File: src/rtl/mc_ctrl.sv
// Multi-cycle MIPS controller: sequences fetch/decode/exec/mem/wb on a
// shared datapath, with a DM handshake timeout and a retired counter.
module mc_ctrl #(
    parameter int MEM_TIMEOUT = 16,
    parameter int CNT_W       = 32
) (
    input  logic             clk,
    input  logic             reset,
    input  logic [5:0]       op,
    input  logic [5:0]       funct,
    input  logic             zero,
    input  logic             mem_ready,
    output logic             pc_write,
    output logic [1:0]       pc_src,
    output logic             ir_write,
    output logic             mem_req,
    output logic             mem_write,
    output logic [2:0]       dm_op,
    output logic             alu_src,
    output logic [3:0]       alu_op,
    output logic [1:0]       ext_op,
    output logic             reg_write,
    output logic [1:0]       reg_dst,
    output logic [1:0]       mem_to_reg,
    output logic             illegal,
    output logic             mem_err,
    output logic [2:0]       state,
    output logic [CNT_W-1:0] retired
);

    localparam int TW = $clog2(MEM_TIMEOUT + 1);

    typedef enum logic [2:0] {
        S_IDLE, S_FETCH, S_DECODE, S_EXEC,
        S_MEM, S_WB, S_BRANCH, S_JUMP
    } state_t;

    typedef enum logic [3:0] {
        C_ILL, C_ADD, C_SUB, C_SLL, C_JR, C_ORI, C_LUI,
        C_LD, C_ST, C_BEQ, C_BNE, C_JAL
    } cls_t;

    state_t           r_state;
    state_t           w_next;
    logic [5:0]       r_op;
    logic [5:0]       r_funct;
    logic [TW-1:0]    r_cnt;
    logic [CNT_W-1:0] r_retired;
    cls_t             w_cls_in;
    cls_t             w_cls;
    logic             w_retire;
    logic             w_tmo;
    logic             w_taken;
    logic             w_rtype;

    function automatic cls_t f_class(input logic [5:0] o, input logic [5:0] f);
        cls_t c;
        case (o)
            6'h00: begin
                case (f)
                    6'h20:   c = C_ADD;
                    6'h22:   c = C_SUB;
                    6'h00:   c = C_SLL;
                    6'h08:   c = C_JR;
                    default: c = C_ILL;
                endcase
            end
            6'h0d:               c = C_ORI;
            6'h0f:               c = C_LUI;
            6'h23, 6'h20, 6'h21: c = C_LD;
            6'h2b, 6'h28, 6'h29: c = C_ST;
            6'h04:               c = C_BEQ;
            6'h05:               c = C_BNE;
            6'h03:               c = C_JAL;
            default:             c = C_ILL;
        endcase
        return c;
    endfunction

    // DECODE classifies the live IR; every later state uses the latched copy
    assign w_cls_in = f_class(op, funct);
    assign w_cls    = f_class(r_op, r_funct);
    assign w_tmo    = (r_cnt == TW'(MEM_TIMEOUT - 1));
    assign w_rtype  = (w_cls == C_ADD) || (w_cls == C_SUB) || (w_cls == C_SLL);
    assign w_taken  = ((w_cls == C_BEQ) && zero) || ((w_cls == C_BNE) && !zero);

    always_comb begin
        w_next   = r_state;
        w_retire = 1'b0;
        unique case (r_state)
            S_IDLE:  w_next = S_FETCH;
            S_FETCH: w_next = S_DECODE;
            S_DECODE: begin
                case (w_cls_in)
                    C_ILL:        w_next = S_FETCH;
                    C_BEQ, C_BNE: w_next = S_BRANCH;
                    C_JAL, C_JR:  w_next = S_JUMP;
                    default:      w_next = S_EXEC;
                endcase
            end
            S_EXEC: begin
                if ((w_cls == C_LD) || (w_cls == C_ST)) w_next = S_MEM;
                else                                     w_next = S_WB;
            end
            S_MEM: begin
                if (mem_ready) begin
                    if (w_cls == C_LD) begin
                        w_next = S_WB;
                    end else begin
                        w_next   = S_FETCH;
                        w_retire = 1'b1;
                    end
                end else if (w_tmo) begin
                    w_next = S_FETCH;
                end
            end
            S_WB, S_BRANCH, S_JUMP: begin
                w_next   = S_FETCH;
                w_retire = 1'b1;
            end
            default: w_next = S_IDLE;
        endcase
    end

    always_ff @(posedge clk or negedge reset) begin
        if (!reset) begin
            r_state   <= S_IDLE;
            r_op      <= 6'd0;
            r_funct   <= 6'd0;
            r_cnt     <= '0;
            r_retired <= '0;
        end else begin
            r_state <= w_next;
            if (r_state == S_DECODE) begin
                r_op    <= op;
                r_funct <= funct;
            end
            if (r_state == S_MEM) begin
                r_cnt <= (w_next == S_MEM) ? r_cnt + TW'(1) : '0;
            end
            if (w_retire) r_retired <= r_retired + CNT_W'(1);
        end
    end

    always_comb begin
        pc_write   = 1'b0;
        pc_src     = 2'b00;
        ir_write   = 1'b0;
        mem_req    = 1'b0;
        mem_write  = 1'b0;
        dm_op      = 3'd0;
        alu_src    = 1'b0;
        alu_op     = 4'b0000;
        ext_op     = 2'b00;
        reg_write  = 1'b0;
        reg_dst    = 2'b00;
        mem_to_reg = 2'b00;
        illegal    = 1'b0;
        mem_err    = 1'b0;
        unique case (r_state)
            S_FETCH: begin
                ir_write = 1'b1;
                pc_write = 1'b1;
            end
            S_DECODE: illegal = (w_cls_in == C_ILL);
            S_EXEC: begin
                alu_src = !w_rtype;
                case (w_cls)
                    C_SUB:   alu_op = 4'b0011;
                    C_SLL:   alu_op = 4'b0100;
                    C_ORI:   alu_op = 4'b0001;
                    default: alu_op = 4'b0010;
                endcase
                case (w_cls)
                    C_LUI:      ext_op = 2'b10;
                    C_LD, C_ST: ext_op = 2'b01;
                    default:    ext_op = 2'b00;
                endcase
            end
            S_MEM: begin
                mem_req   = 1'b1;
                mem_write = (w_cls == C_ST);
                mem_err   = w_tmo && !mem_ready;
                case (r_op)
                    6'h20:   dm_op = 3'd1;
                    6'h21:   dm_op = 3'd2;
                    6'h28:   dm_op = 3'd3;
                    6'h29:   dm_op = 3'd4;
                    default: dm_op = 3'd0;
                endcase
            end
            S_WB: begin
                reg_write  = 1'b1;
                reg_dst    = w_rtype ? 2'b01 : 2'b00;
                mem_to_reg = (w_cls == C_LD) ? 2'b01 : 2'b00;
            end
            S_BRANCH: begin
                alu_op   = 4'b0011;
                ext_op   = 2'b01;
                pc_write = w_taken;
                pc_src   = w_taken ? 2'b01 : 2'b00;
            end
            S_JUMP: begin
                pc_write = 1'b1;
                if (w_cls == C_JAL) begin
                    pc_src     = 2'b10;
                    reg_write  = 1'b1;
                    reg_dst    = 2'b10;
                    mem_to_reg = 2'b10;
                end else begin
                    pc_src = 2'b11;
                end
            end
            default: ;
        endcase
    end

    assign state   = r_state;
    assign retired = r_retired;

endmodule

File: config.mk
export PLATFORM = sky130hd
export DESIGN_NAME = mc_ctrl
export DESIGN_NICKNAME = d
export VERILOG_FILES = /design/src/rtl/mc_ctrl.sv
export SDC_FILE = /design/constraint.sdc
export NUM_CORES = 1
export LEC_CHECK = 0
export BUFFER_PORTS_ARGS = -buffer_cell sky130_fd_sc_hd__buf_4
export CAP_MARGIN = 5
export CORE_MARGIN = 5
export CORE_UTILIZATION = 30
export CTS_BUF_LIST = sky130_fd_sc_hd__clkbuf_2
export CTS_CLUSTER_SIZE = 25
export DETAILED_ROUTE_END_ITERATION = 10
export GPL_ROUTABILITY_DRIVEN = 0
export PLACE_DENSITY_LB_ADDON = 0.1
export SYNTH_ARGS = -nofsm -noshare
export SYNTH_HDL_FRONTEND = slang
export SYNTH_SLANG_ARGS = --single-unit
File: constraint.sdc
create_clock -name clk -period 2.6 [get_ports clk]
set_clock_uncertainty 0.05 [all_clocks]
set_input_delay 0.52 -clock clk [delete_from_list [all_inputs] [get_ports clk]]
set_output_delay 0.52 -clock clk [all_outputs]
set_load 0.03 [all_outputs]
==> flow_metrics.py <==
metrics = {
    "status": {
        "outcome": "complete, but fails checks",
        "violations": "negative setup slack",
    },
    "detailed_routing": {
        "drtAntennaViolNets": 0,
        "route.detailed.drc": 0,
        "initialDrtViolationCount": 109,
        "via_per_inst": 4.84,
        "firstDrtPassIters": 4,
        "drt-wirelength-per-cell_um": 14.6,
        "dr_total_vias": 2832,
        "wl_mm": 8.54,
    },
    "placed_design": {
        "dpl.hpwl_mm": 6.65,
        "place_ws_ps": -247,
        "placement.io_buffers": 72,
    },
    "clocking": {
        "cts_tree": "done",
        "clkLatencyLatePin_ps": 460,
        "clkTransAtPathRegs_ps": 300,
        "cts.sinks": 52,
        "clockRootBuffer": "clkbuf_2",
        "cts_buffer_depth": 2,
        "cts_buffers": 5,
        "cts.htree.levels": 2,
    },
    "sta": {
        "rsz0062_at_grt": "yes",
        "min_period_ps": 2950,
        "postLayoutSetupSlackWorst_ps": -352,
        "timing.final.crit_share_pct": 114,
        "worst_slew_pin_slew_ps": 675,
        "slew_headroom_pct": 55.0,
        "worst_hold_slack_ps": 238,
        "max_freq_mhz": 339,
        "finalHoldViolCount": 0,
        "slew_violations": 0,
        "finalSetupViolations": 10,
    },
    "logic_synthesis": {
        "synthCells": 338,
        "synth_edf_count": 0,
        "yosysSeqAreaShare_pct": 41.4,
        "synth_area_leader_cell": "dfrtp_1",
        "ys_warn_count": 0,
        "synth_cell_types": 53,
        "avgSynthCellArea_sq_um": 9.30,
        "yosys_most_used_dff": "dfrtp_1",
        "ys_ff_latch": 52,
        "syn_area_sq_um": 3140,
        "synth_nets": 357,
        "netlist.area_leader.share_pct": 41.4,
        "ys_top_cells_by_area": "dfrtp_1 41%, xnor2_1 5.3%, nor2_1 4.5%",
        "synth_commonest_cells": "52 x dfrtp_1, 38 x nor2_1, 26 x nand2_1",
        "synthArstFlopShare_pct": 100,
        "yosysMostFrequentCell": "dfrtp_1",
    },
    "critical_path": {
        "crit_path_max_incr_delay_ps": 500,
        "cp_cell_sequence": "buf_4 > nor3b_4 > a31oi_1 > o311ai_1 > o21bai_2 > a2bb2oi_2 > o21ai_1 > buf_4",
        "crit_fanout": 4,
        "required_ps": 2030,
        "crit_slowest_cell": "dfrtp_2",
        "cp-start-kind": "register",
        "critical_path_class": "register to output pin",
        "end_kind": "output pin",
        "cp.arrival_ps": 2380,
        "crit_top_cell": "buf_4",
    },
    "global_routing": {
        "grt-ovfl-total": 0,
        "grt_pass1_vias": 2800,
        "grt_max_degree": 53,
        "grt_pass1_wl_mm": 14.0,
        "antenna_found_initial": 1,
        "grt_usage_pct": 13.6,
    },
    "floorplan": {
        "dieArea_sq_um": 12600,
        "core_area_sq_um": 10300,
        "die_h_um": 112,
        "start_util_pct": 30.6,
        "die_w_um": 112,
        "num_rows": 37,
        "num_io_pins": 74,
    },
    "finish": {
        "drive_gt1_share_pct": 42.2,
        "seqCellArea_sq_um": 1310,
        "fillers": 1077,
        "nets": 466,
        "area.growth.synth_to_final_pct": 42.3,
        "multi_input_comb_area_sq_um": 1940,
    },
    "power": {
        "power_density_nw_per_um2": 833,
        "p_leak_uw": 0.00201,
        "vdd_drop_max_mv": 0.374,
    },
    "min_path": {
        "hold_class": "primary input to register",
    },
    "flow_run": {
        "drv_cap": 0,
    },
}
[what timing repair did]
action,CTS,global route
hold buffers,1,0
setup buffers,5,4
pin swaps,6,9
resized for setup,37,22
setup endpoints to repair,18,17
endpoints found under the hold margin,13,0
[worst max-delay path: cells and delay by family, from the launching register on]
kind / cells / cell delay, ps
AOI/OAI and AO/OA: 5 / 880
DFF: 1 / 500
buffers and inverters: 2 / 330
and+or+nand+nor: 1 / 230
[logic make-up after synthesis]
| group | Yosys count | share of synthesized area [%] |
|---|---|---|
| DFF | 52 | 41.4 |
| and+or+nand+nor | 158 | 27.5 |
| buffers and inverters | 27 | 3.82 |
| muxes | 14 | 4.93 |
| adders and majority gates | 3 | 1.19 |
| AOI/OAI and AO/OA | 49 | 11.5 |
| other | 1 | 0.119 |
| xor gates and xnor gates | 34 | 9.47 |
[path summary, 6_finish.rpt]
| check | startpoint | end | slack (ps) | cells past startpoint |
|---|---|---|---|---|
| hold / removal | funct[5] | r_funct[5] | 240 | 2 |
| setup / recovery | r_op[2] | pc_write | -350 | 8 |
| min in group asynchronous | reset | retired[13] | 530 | 2 |
| max in group asynchronous | reset | r_op[5] | 1460 | 2 |
| setup reg to reg | r_op[4] | retired[27] | 280 | 9 |
| hold reg to reg | retired[31] | retired[31] | 430 | 1 |
[flip-flops by register name (all words and copies together), names as in the netlist]
register	flops
retired	32
r_funct	6
r_cnt	5
r_op	6
state	3
[power by group]
part | total (uW) | switching [uW] | internal (uW)
sequential | 1190 | 203 | 990
combinational | 2090 | 1150 | 931
clock | 447 | 276 | 170
[per-stage QoR]
| step | TNS (ps) | power [uW] | utilization, % | cells | cell area (sq um) |
|---|---|---|---|---|---|
| after floorplan | -854 | 2280 | - | 338 | 3180 |
| final | -2140 | 3730 | 43.5 | 585 | 4470 |
| after global routing | -4170 | 3990 | 43.5 | 585 | 4470 |
| after global placement | -254 | 2940 | 39.7 | 566 | 4080 |
| after CTS | -2560 | 3600 | 42.2 | 580 | 4340 |
| after detailed placement | -363 | 2940 | 39.7 | 566 | 4080 |
[per-layer routing]
| metal | track usage, % | vias to the layer above | part of all wire, % |
|---|---|---|---|
| met5 | 0 | - | 0 |
| met4 | 4.25 | 0 | 2.0 |
| met3 | 3.07 | 11 | 5.3 |
| met2 | 22.7 | 70 | 48 |
| met1 | 17.5 | 1345 | 44 |
| li1 | - | 1406 | - |
[cell usage in the layout, fill, tap and decap left out, drive strengths merged, types with 2 or more instances in the layout]
cell type / n
or2: 2
a211oi: 2
a21oi: 9
clkbuf: 6
or3b: 2
nand2b: 3
a31oi: 5
or3: 4
o21ai: 18
or4: 3
nand4: 8
and2: 5
nor3b: 11
nor4: 4
nor2: 38
mux2: 12
o2111ai: 2
nor3: 17
mux2i: 2
xor2: 15
o31ai: 3
dfrtp: 52
and3: 10
nand3: 12
o311ai: 3
ha: 3
buf: 118
nand2: 26
nor2b: 8
inv: 11
xnor2: 19
[layout make-up]
cell class | instances | share of cell area (%)
clock inverter | 2 | 0.867
multi-input combinational | 259 | 43.3
inverter | 10 | 0.839
sequential | 52 | 29.2
clock buffer | 6 | 0.671
timing repair buffer | 119 | 21.3
antenna | 1 | 0.0559
tap | 136 | 3.80
(Power assumes the default switching activity.)
